## config.mk

```make
export PLATFORM = sky130hd
export DESIGN_NAME = pcpi_matmul2x2
export DESIGN_NICKNAME = d
export VERILOG_FILES = /design/src/rtl/pcpi_matmul2x2.sv
export SDC_FILE = /design/constraint.sdc
export NUM_CORES = 1
export LEC_CHECK = 0
export ABC_AREA = 1
export BUFFER_PORTS_ARGS = -buffer_cell sky130_fd_sc_hd__clkbuf_2
export CAP_MARGIN = 20
export CORE_ASPECT_RATIO = 1.75
export CORE_MARGIN = 2
export CORE_UTILIZATION = 52
export DETAILED_ROUTE_END_ITERATION = 8
export MAX_ROUTING_LAYER = met4
export PLACE_DENSITY = 0.73
export SLEW_MARGIN = 40
export SYNTH_ARGS = -nofsm -noshare
export SYNTH_HDL_FRONTEND = slang
export SYNTH_SLANG_ARGS = --single-unit
export TNS_END_PERCENT = 100
```

## constraint.sdc

```tcl
create_clock -name clk -period 5.45 [get_ports clk]
set_clock_uncertainty 0.2 [all_clocks]
set_input_delay 0.2725 -clock clk [delete_from_list [all_inputs] [get_ports clk]]
set_output_delay 0.2725 -clock clk [all_outputs]
set_load 0.05 [all_outputs]
```

## src/rtl/pcpi_matmul2x2.sv

```systemverilog
// PCPI coprocessor holding two signed 2x2 matrices and computing C = A*B on one shared MAC.
// Define MATMUL_SATURATE_EN to clamp each C element to the signed 2*DATA_W-bit range at writeback.
module pcpi_matmul2x2 #(
    parameter int         DATA_W = 8,
    parameter int         ACC_W  = 2*DATA_W+1,
    parameter logic [6:0] OPCODE = 7'b0001011
) (
    input  logic        clk,
    input  logic        rst,
    input  logic        pcpi_valid,
    input  logic [31:0] pcpi_insn,
    output logic        pcpi_ready,
    output logic        pcpi_wr,
    output logic        pcpi_wait,
    output logic [31:0] pcpi_rd,
    output logic        busy,
    output logic        err_illegal
);

    localparam int PROD_W = 2*DATA_W;

    localparam logic [2:0] F_LOADA = 3'b000;
    localparam logic [2:0] F_LOADB = 3'b001;
    localparam logic [2:0] F_MUL   = 3'b010;
    localparam logic [2:0] F_READC = 3'b011;
    localparam logic [2:0] F_CLEAR = 3'b100;

    typedef enum logic [1:0] {S_IDLE, S_RESP, S_MAC} state_t;

    state_t                     r_state;
    state_t                     w_next;
    logic [2:0]                 r_funct3;
    logic [1:0]                 r_idx;
    logic [DATA_W-1:0]          r_imm;
    logic [2:0]                 r_count;
    logic signed [PROD_W-1:0]   r_acc;
    logic [DATA_W-1:0]          r_a [0:3];
    logic [DATA_W-1:0]          r_b [0:3];
    logic [ACC_W-1:0]           r_c [0:3];
    logic                       r_err;

    logic                       w_legal;
    logic                       w_rowI;
    logic                       w_colJ;
    logic                       w_k;
    logic signed [DATA_W-1:0]   w_aOp;
    logic signed [DATA_W-1:0]   w_bOp;
    logic signed [PROD_W-1:0]   w_prod;
    logic [ACC_W-1:0]           w_sum;
    logic [ACC_W-1:0]           w_cNew;
    logic                       w_unused;

    assign w_unused = ^{pcpi_insn[11:7], pcpi_insn[23:17]};
    assign w_legal  = (pcpi_insn[6:0] == OPCODE) && (pcpi_insn[14:12] <= F_CLEAR);

    // count[2] selects the row of C, count[1] the column, count[0] the inner-product term
    assign w_rowI = r_count[2];
    assign w_colJ = r_count[1];
    assign w_k    = r_count[0];
    assign w_aOp  = r_a[{w_rowI, w_k}];
    assign w_bOp  = r_b[{w_k, w_colJ}];
    assign w_prod = w_aOp * w_bOp;
    assign w_sum  = {{(ACC_W-PROD_W){r_acc[PROD_W-1]}}, r_acc}
                  + {{(ACC_W-PROD_W){w_prod[PROD_W-1]}}, w_prod};

`ifdef MATMUL_SATURATE_EN
    logic [ACC_W-PROD_W:0] w_hiBits;
    logic                  w_ovf;
    assign w_hiBits = w_sum[ACC_W-1:PROD_W-1];
    assign w_ovf    = !((&w_hiBits) || (~|w_hiBits));
    assign w_cNew   = !w_ovf ? w_sum :
                      w_sum[ACC_W-1] ? {{(ACC_W-PROD_W+1){1'b1}}, {(PROD_W-1){1'b0}}}
                                     : {{(ACC_W-PROD_W+1){1'b0}}, {(PROD_W-1){1'b1}}};
`else
    assign w_cNew = w_sum;
`endif

    always_comb begin
        w_next      = r_state;
        pcpi_ready  = 1'b0;
        pcpi_wr     = 1'b0;
        pcpi_wait   = 1'b0;
        pcpi_rd     = 32'h0;
        busy        = (r_state != S_IDLE);
        err_illegal = r_err;
        case (r_state)
            S_IDLE: begin
                if (pcpi_valid && w_legal)
                    w_next = (pcpi_insn[14:12] == F_MUL) ? S_MAC : S_RESP;
            end
            S_MAC: begin
                pcpi_wait = 1'b1;
                if (r_count == 3'd7)
                    w_next = S_RESP;
            end
            S_RESP: begin
                pcpi_ready = 1'b1;
                w_next     = S_IDLE;
                if (r_funct3 == F_READC) begin
                    pcpi_wr = 1'b1;
                    pcpi_rd = {{(32-ACC_W){r_c[r_idx][ACC_W-1]}}, r_c[r_idx]};
                end
            end
            default: w_next = S_IDLE;
        endcase
    end

    // Instructions arriving while busy are dropped without flagging them
    always_ff @(posedge clk) begin
        if (rst) begin
            r_state  <= S_IDLE;
            r_funct3 <= 3'd0;
            r_idx    <= 2'd0;
            r_imm    <= '0;
            r_count  <= 3'd0;
            r_acc    <= '0;
            r_err    <= 1'b0;
            for (int n = 0; n < 4; n++) begin
                r_a[n] <= '0;
                r_b[n] <= '0;
                r_c[n] <= '0;
            end
        end else begin
            r_state <= w_next;
            if (r_state == S_IDLE && pcpi_valid) begin
                if (w_legal) begin
                    r_funct3 <= pcpi_insn[14:12];
                    r_idx    <= pcpi_insn[16:15];
                    r_imm    <= pcpi_insn[24 +: DATA_W];
                    r_count  <= 3'd0;
                end else begin
                    r_err <= 1'b1;
                end
            end
            if (r_state == S_MAC) begin
                r_count <= r_count + 3'd1;
                if (!w_k)
                    r_acc <= w_prod;
                else
                    r_c[{w_rowI, w_colJ}] <= w_cNew;
            end
            if (r_state == S_RESP) begin
                case (r_funct3)
                    F_LOADA: r_a[r_idx] <= r_imm;
                    F_LOADB: r_b[r_idx] <= r_imm;
                    F_CLEAR: begin
                        for (int n = 0; n < 4; n++) begin
                            r_a[n] <= '0;
                            r_b[n] <= '0;
                            r_c[n] <= '0;
                        end
                    end
                    default: ;
                endcase
            end
        end
    end

endmodule

```

==> summary by stage <==
STA
Headroom to the max-slew limit came out at 44.6%. In the post-route analysis, the smallest setup slack over all paths is -593 ps. The final number of max-transition violations is 0. The total negative slack for setup checks is -13870 ps. After layout, the worst path uses 111% of the clock period. The time the final worst path needs with I/O delays and setup is roughly 6000 ps. Setup violations remaining at the end of the flow were counted as 40. The transition time at the pin with the least slew margin is 829 ps.

The number of endpoints with negative hold slack in the final report is 0. Setup repair after global routing could not meet its margin everywhere. The highest achievable clock rate is 165 MHz.

Setup path
STA classifies the critical path endpoint as a flip-flop. STA puts the critical path data required time at roughly 5500 ps. The critical path contains buffers and inverters numbering 8 combined. The cell type group with the largest total delay on the critical path is adder cells. The slowest stage cell on the critical path is sky130_fd_sc_hd__fa_1. STA classifies the critical path startpoint as a flip-flop. The endpoint arrival time on the critical path is 6100 ps. The start-to-end type of the worst setup path is reg2reg. The most used cell along the critical path is sky130_fd_sc_hd__fa_1.

The delay of the slowest cell on the worst path is about 500 ps. The maximum net fanout on the critical path is 6.

Die
The area of the core region is about 21000 µm². The total number of placement rows is 70. The die covers 22100 µm². The floorplan step set the die height to between 150 and 200 µm.

During I/O placement, the number of pins put on the boundary was 72. The die boundary width is 113 µm. The initial utilization of the core area, before any placement, comes to 52.6%.

Routing
In this run the remaining antenna-violating nets after routing total 0. In the routed layout, each cell is associated on average with a via count of 5.39. Across all layers, the routed design uses 9080 vias.

The total length of routed wires is 28600 µm. After detailed routing, the number of remaining DRC violations is 0. The first TritonRoute pass finished after 5 iterations. The number of design-rule violations left by the first detailed-router iteration is 565.

The wire length per cell after detailed routing is 17.0 µm.

Placed design
Once detailed placement completed, the half-perimeter wirelength came to 20900 µm. The worst slack after detailed placement is -697 ps. Including well taps, the total number of placed cells is between 1500 and 2000.

The final RePlAce weighted congestion is approximately 0.94. During placement, the flow inserted port buffers numbering about 60.

Layout
The layout has between 1500 and 2000 filler cells. Cells with a size suffix above 1 make up 28.8% of the layout. The filler-free cell count of the finished design is 1685.

The number of antenna diodes in the final layout is 0. In the final layout, flip-flops and latches occupy 4770 µm². The area occupied by multi-input gates is just over 6000 µm². At the end of the flow, the number of nets in the layout was 1559. From synthesis to final layout, the design area changed by 28.1%.

Global route
The wire length of the first global-routing pass is around 44000 µm. The via count of the first global-routing pass is slightly above 9000. After global routing the overflow that remains totals 0. The maximum number of pins on one net before global-route repair is 35. The number of antenna violations at the first check in global routing is 0. The total track usage is 26.0%.

Yosys
The number of nets in the synthesized netlist is approximately 1400. The area share of the largest cell type after synthesis is a little over a third. Counting distinct cell types in the post-synthesis netlist gives 36. Yosys printed 0 warnings.

The total of flip-flops plus latches after synthesis is 172. A synthesized cell averages 8.66 µm². The cell type contributing the most total cell area after synthesis is sky130_fd_sc_hd__edfxtp_1.

After synthesis the cells add up to 10900 µm². Sorting the synthesized cells by area gives the leading types as sky130_fd_sc_hd__edfxtp_1, sky130_fd_sc_hd__nor2_1, sky130_fd_sc_hd__fa_1. The share of the yosys chip area belonging to registers is a little over two fifths. The synthesized instance count is 1256.

Clocking
The largest buffer count on any clock path is 2. The count of clock tree sinks is 172. The CTS H-tree depth is 4.

CTS placed an instance of sky130_fd_sc_hd__clkbuf_16 at the clock tree root. The clock slew at the register clock pins of the worst setup and hold paths is 70 ps. The number of CTS-inserted buffers is 17. At the later pin of the worst-skew pair, clock insertion delay measures 440 ps. The clock tree from TritonCTS is built.

Pwr
The reported leakage power is approximately 6 nW. The power density relative to cell area is 286 nW/µm². The worst-case IR drop observed on VDD is around 0.27 mV.

Status
The run finished, with violations left. The checks that failed: setup timing.

Hold path
The worst hold path begins at pcpi_insn[5]. The worst hold-check path type is in2reg.

Run
The max-capacitance violation count is 0.
## cells in the final DEF, fill, tap and decap left out, types with 5 or more instances in the layout
master / instances
sky130_fd_sc_hd__a32oi_2: 7
sky130_fd_sc_hd__a21oi_4: 7
sky130_fd_sc_hd__a21oi_1: 46
sky130_fd_sc_hd__nor2_1: 283
sky130_fd_sc_hd__buf_4: 111
sky130_fd_sc_hd__dlygate4sd3_1: 14
sky130_fd_sc_hd__nor2_2: 10
sky130_fd_sc_hd__nand3_2: 20
sky130_fd_sc_hd__nand3_1: 35
sky130_fd_sc_hd__buf_6: 7
sky130_fd_sc_hd__inv_2: 25
sky130_fd_sc_hd__nor2_4: 13
sky130_fd_sc_hd__nand2_2: 35
sky130_fd_sc_hd__xnor2_1: 8
sky130_fd_sc_hd__dfxtp_1: 38
sky130_fd_sc_hd__ha_1: 28
sky130_fd_sc_hd__inv_1: 142
sky130_fd_sc_hd__fa_2: 5
sky130_fd_sc_hd__inv_6: 5
sky130_fd_sc_hd__a21oi_2: 21
sky130_fd_sc_hd__o21ai_0: 66
sky130_fd_sc_hd__nand2_1: 147
sky130_fd_sc_hd__fa_1: 51
sky130_fd_sc_hd__ha_4: 19
sky130_fd_sc_hd__clkbuf_2: 59
sky130_fd_sc_hd__nand2_4: 5
sky130_fd_sc_hd__clkinvlp_4: 5
sky130_fd_sc_hd__clkbuf_16: 17
sky130_fd_sc_hd__edfxtp_1: 132
## tightest hold or removal path, stage by stage
cell	delay (ps)
sky130_fd_sc_hd__clkbuf_2	100
sky130_fd_sc_hd__nor4_4	50
sky130_fd_sc_hd__nand2_1	50
sky130_fd_sc_hd__a21oi_1	50
sky130_fd_sc_hd__nor2_1	80
## repair_timing
item | CTS | global route
setup buffers | 5 | 7
cloned | 1 | 0
pin swaps | 40 | 35
gates resized for setup | 82 | 78
setup endpoints to repair | 40 | 44
hold buffers | 14 | 0
hold endpoints to repair | 18 | 0
## cells by family (layout without fill, tap and decap cells)
kind of cell	after synthesis	after routing	share of synthesized area, %
AND/OR/NAND/NOR	565	565	21.6
AO/OA/AOI/OAI	173	173	8.80
flip-flops	172	172	43.8
buffers and inverters	224	401	8.55
XOR/XNOR	18	18	1.45
adder cells (fa/ha/maj)	104	104	15.8
## metrics by stage
stage | power (W) | area [µm²] | hold slack [ps] | utilization [%]
global placement | 0.00242 | 12400 | 257 | 60.2
detailed placement | 0.00244 | 12500 | 270 | 60.3
global route | 0.00416 | 13900 | 36.1 | 67.4
floorplan | 0.00210 | 11300 | 239 | -
finish | 0.00399 | 13900 | 9.41 | 67.4
CTS | 0.00384 | 13500 | 2.66 | 65.5
## synthesized netlist by cell type
library cell,n
sky130_fd_sc_hd__a32oi_1,13
sky130_fd_sc_hd__inv_1,168
sky130_fd_sc_hd__nand3b_1,3
sky130_fd_sc_hd__o21ai_0,74
sky130_fd_sc_hd__clkbuf_1,14
sky130_fd_sc_hd__edfxtp_1,132
sky130_fd_sc_hd__nand2_1,187
sky130_fd_sc_hd__xnor2_1,13
sky130_fd_sc_hd__xor2_1,5
sky130_fd_sc_hd__o21bai_1,4
sky130_fd_sc_hd__inv_2,4
sky130_fd_sc_hd__buf_2,14
sky130_fd_sc_hd__fa_1,56
sky130_fd_sc_hd__nor2_4,1
sky130_fd_sc_hd__or2_2,4
sky130_fd_sc_hd__nor3b_1,1
sky130_fd_sc_hd__clkinv_1,1
sky130_fd_sc_hd__o21a_1,3
sky130_fd_sc_hd__nand4_1,3
sky130_fd_sc_hd__dfxtp_1,40
sky130_fd_sc_hd__nor4_4,1
sky130_fd_sc_hd__a32o_1,1
sky130_fd_sc_hd__nor3_1,2
sky130_fd_sc_hd__nand3_1,44
sky130_fd_sc_hd__a21oi_1,74
sky130_fd_sc_hd__nand3_2,12
sky130_fd_sc_hd__a21o_1,2
sky130_fd_sc_hd__nor3_4,1
sky130_fd_sc_hd__nor2_1,303
sky130_fd_sc_hd__ha_1,48
sky130_fd_sc_hd__nor2_2,2
sky130_fd_sc_hd__a32oi_2,1
sky130_fd_sc_hd__nor3b_4,1
sky130_fd_sc_hd__buf_1,4
sky130_fd_sc_hd__o22a_1,1
sky130_fd_sc_hd__buf_4,19
## final cells by class
cell class / instances / share of cell area (%)
Clock buffer: 19 / 3.11
Clock inverter: 13 / 1.28
Inverter: 173 / 4.80
Multi-Input combinational cell: 860 / 44.0
Sequential cell: 172 / 34.3
Tap cell: 252 / 2.26
Timing Repair Buffer: 195 / 10.3
Timing Repair inverter: 1 / 0.0539
## registers in the layout, summed over array words and instances (netlist names), 3 cells and up, named ones only
register and cells:
r_c 68, r_a 32, r_b 32, r_acc 16, r_imm 8, r_count 3, r_funct3 3
## layer usage
metal	GRT usage [%]	up-vias	share of wire (%)
met3	3.04	76	2.8
met2	52.6	242	60
met4	12.1	0	4.2
met5	-	-	0
li1	-	4367	-
met1	23.0	4395	33
## worst paths after layout
| check | to | slack [ps] | depth (start not counted) |
|---|---|---|---|
| setup / recovery | r_c[3][16] | -590 | 26 |
| hold / removal | err_illegal | 9 | 5 |
| hold reg to reg | r_imm[5] | 290 | 2 |
| setup reg to reg | r_c[3][16] | -590 | 26 |
## power breakdown
part           internal [W]  total [W]  switching, W
clock              0.000735    0.00129      0.000554
combinational      0.000559    0.00125      0.000687
sequential          0.00144    0.00145     0.0000122
total               0.00273    0.00399       0.00125
(Power assumes the default switching activity.)
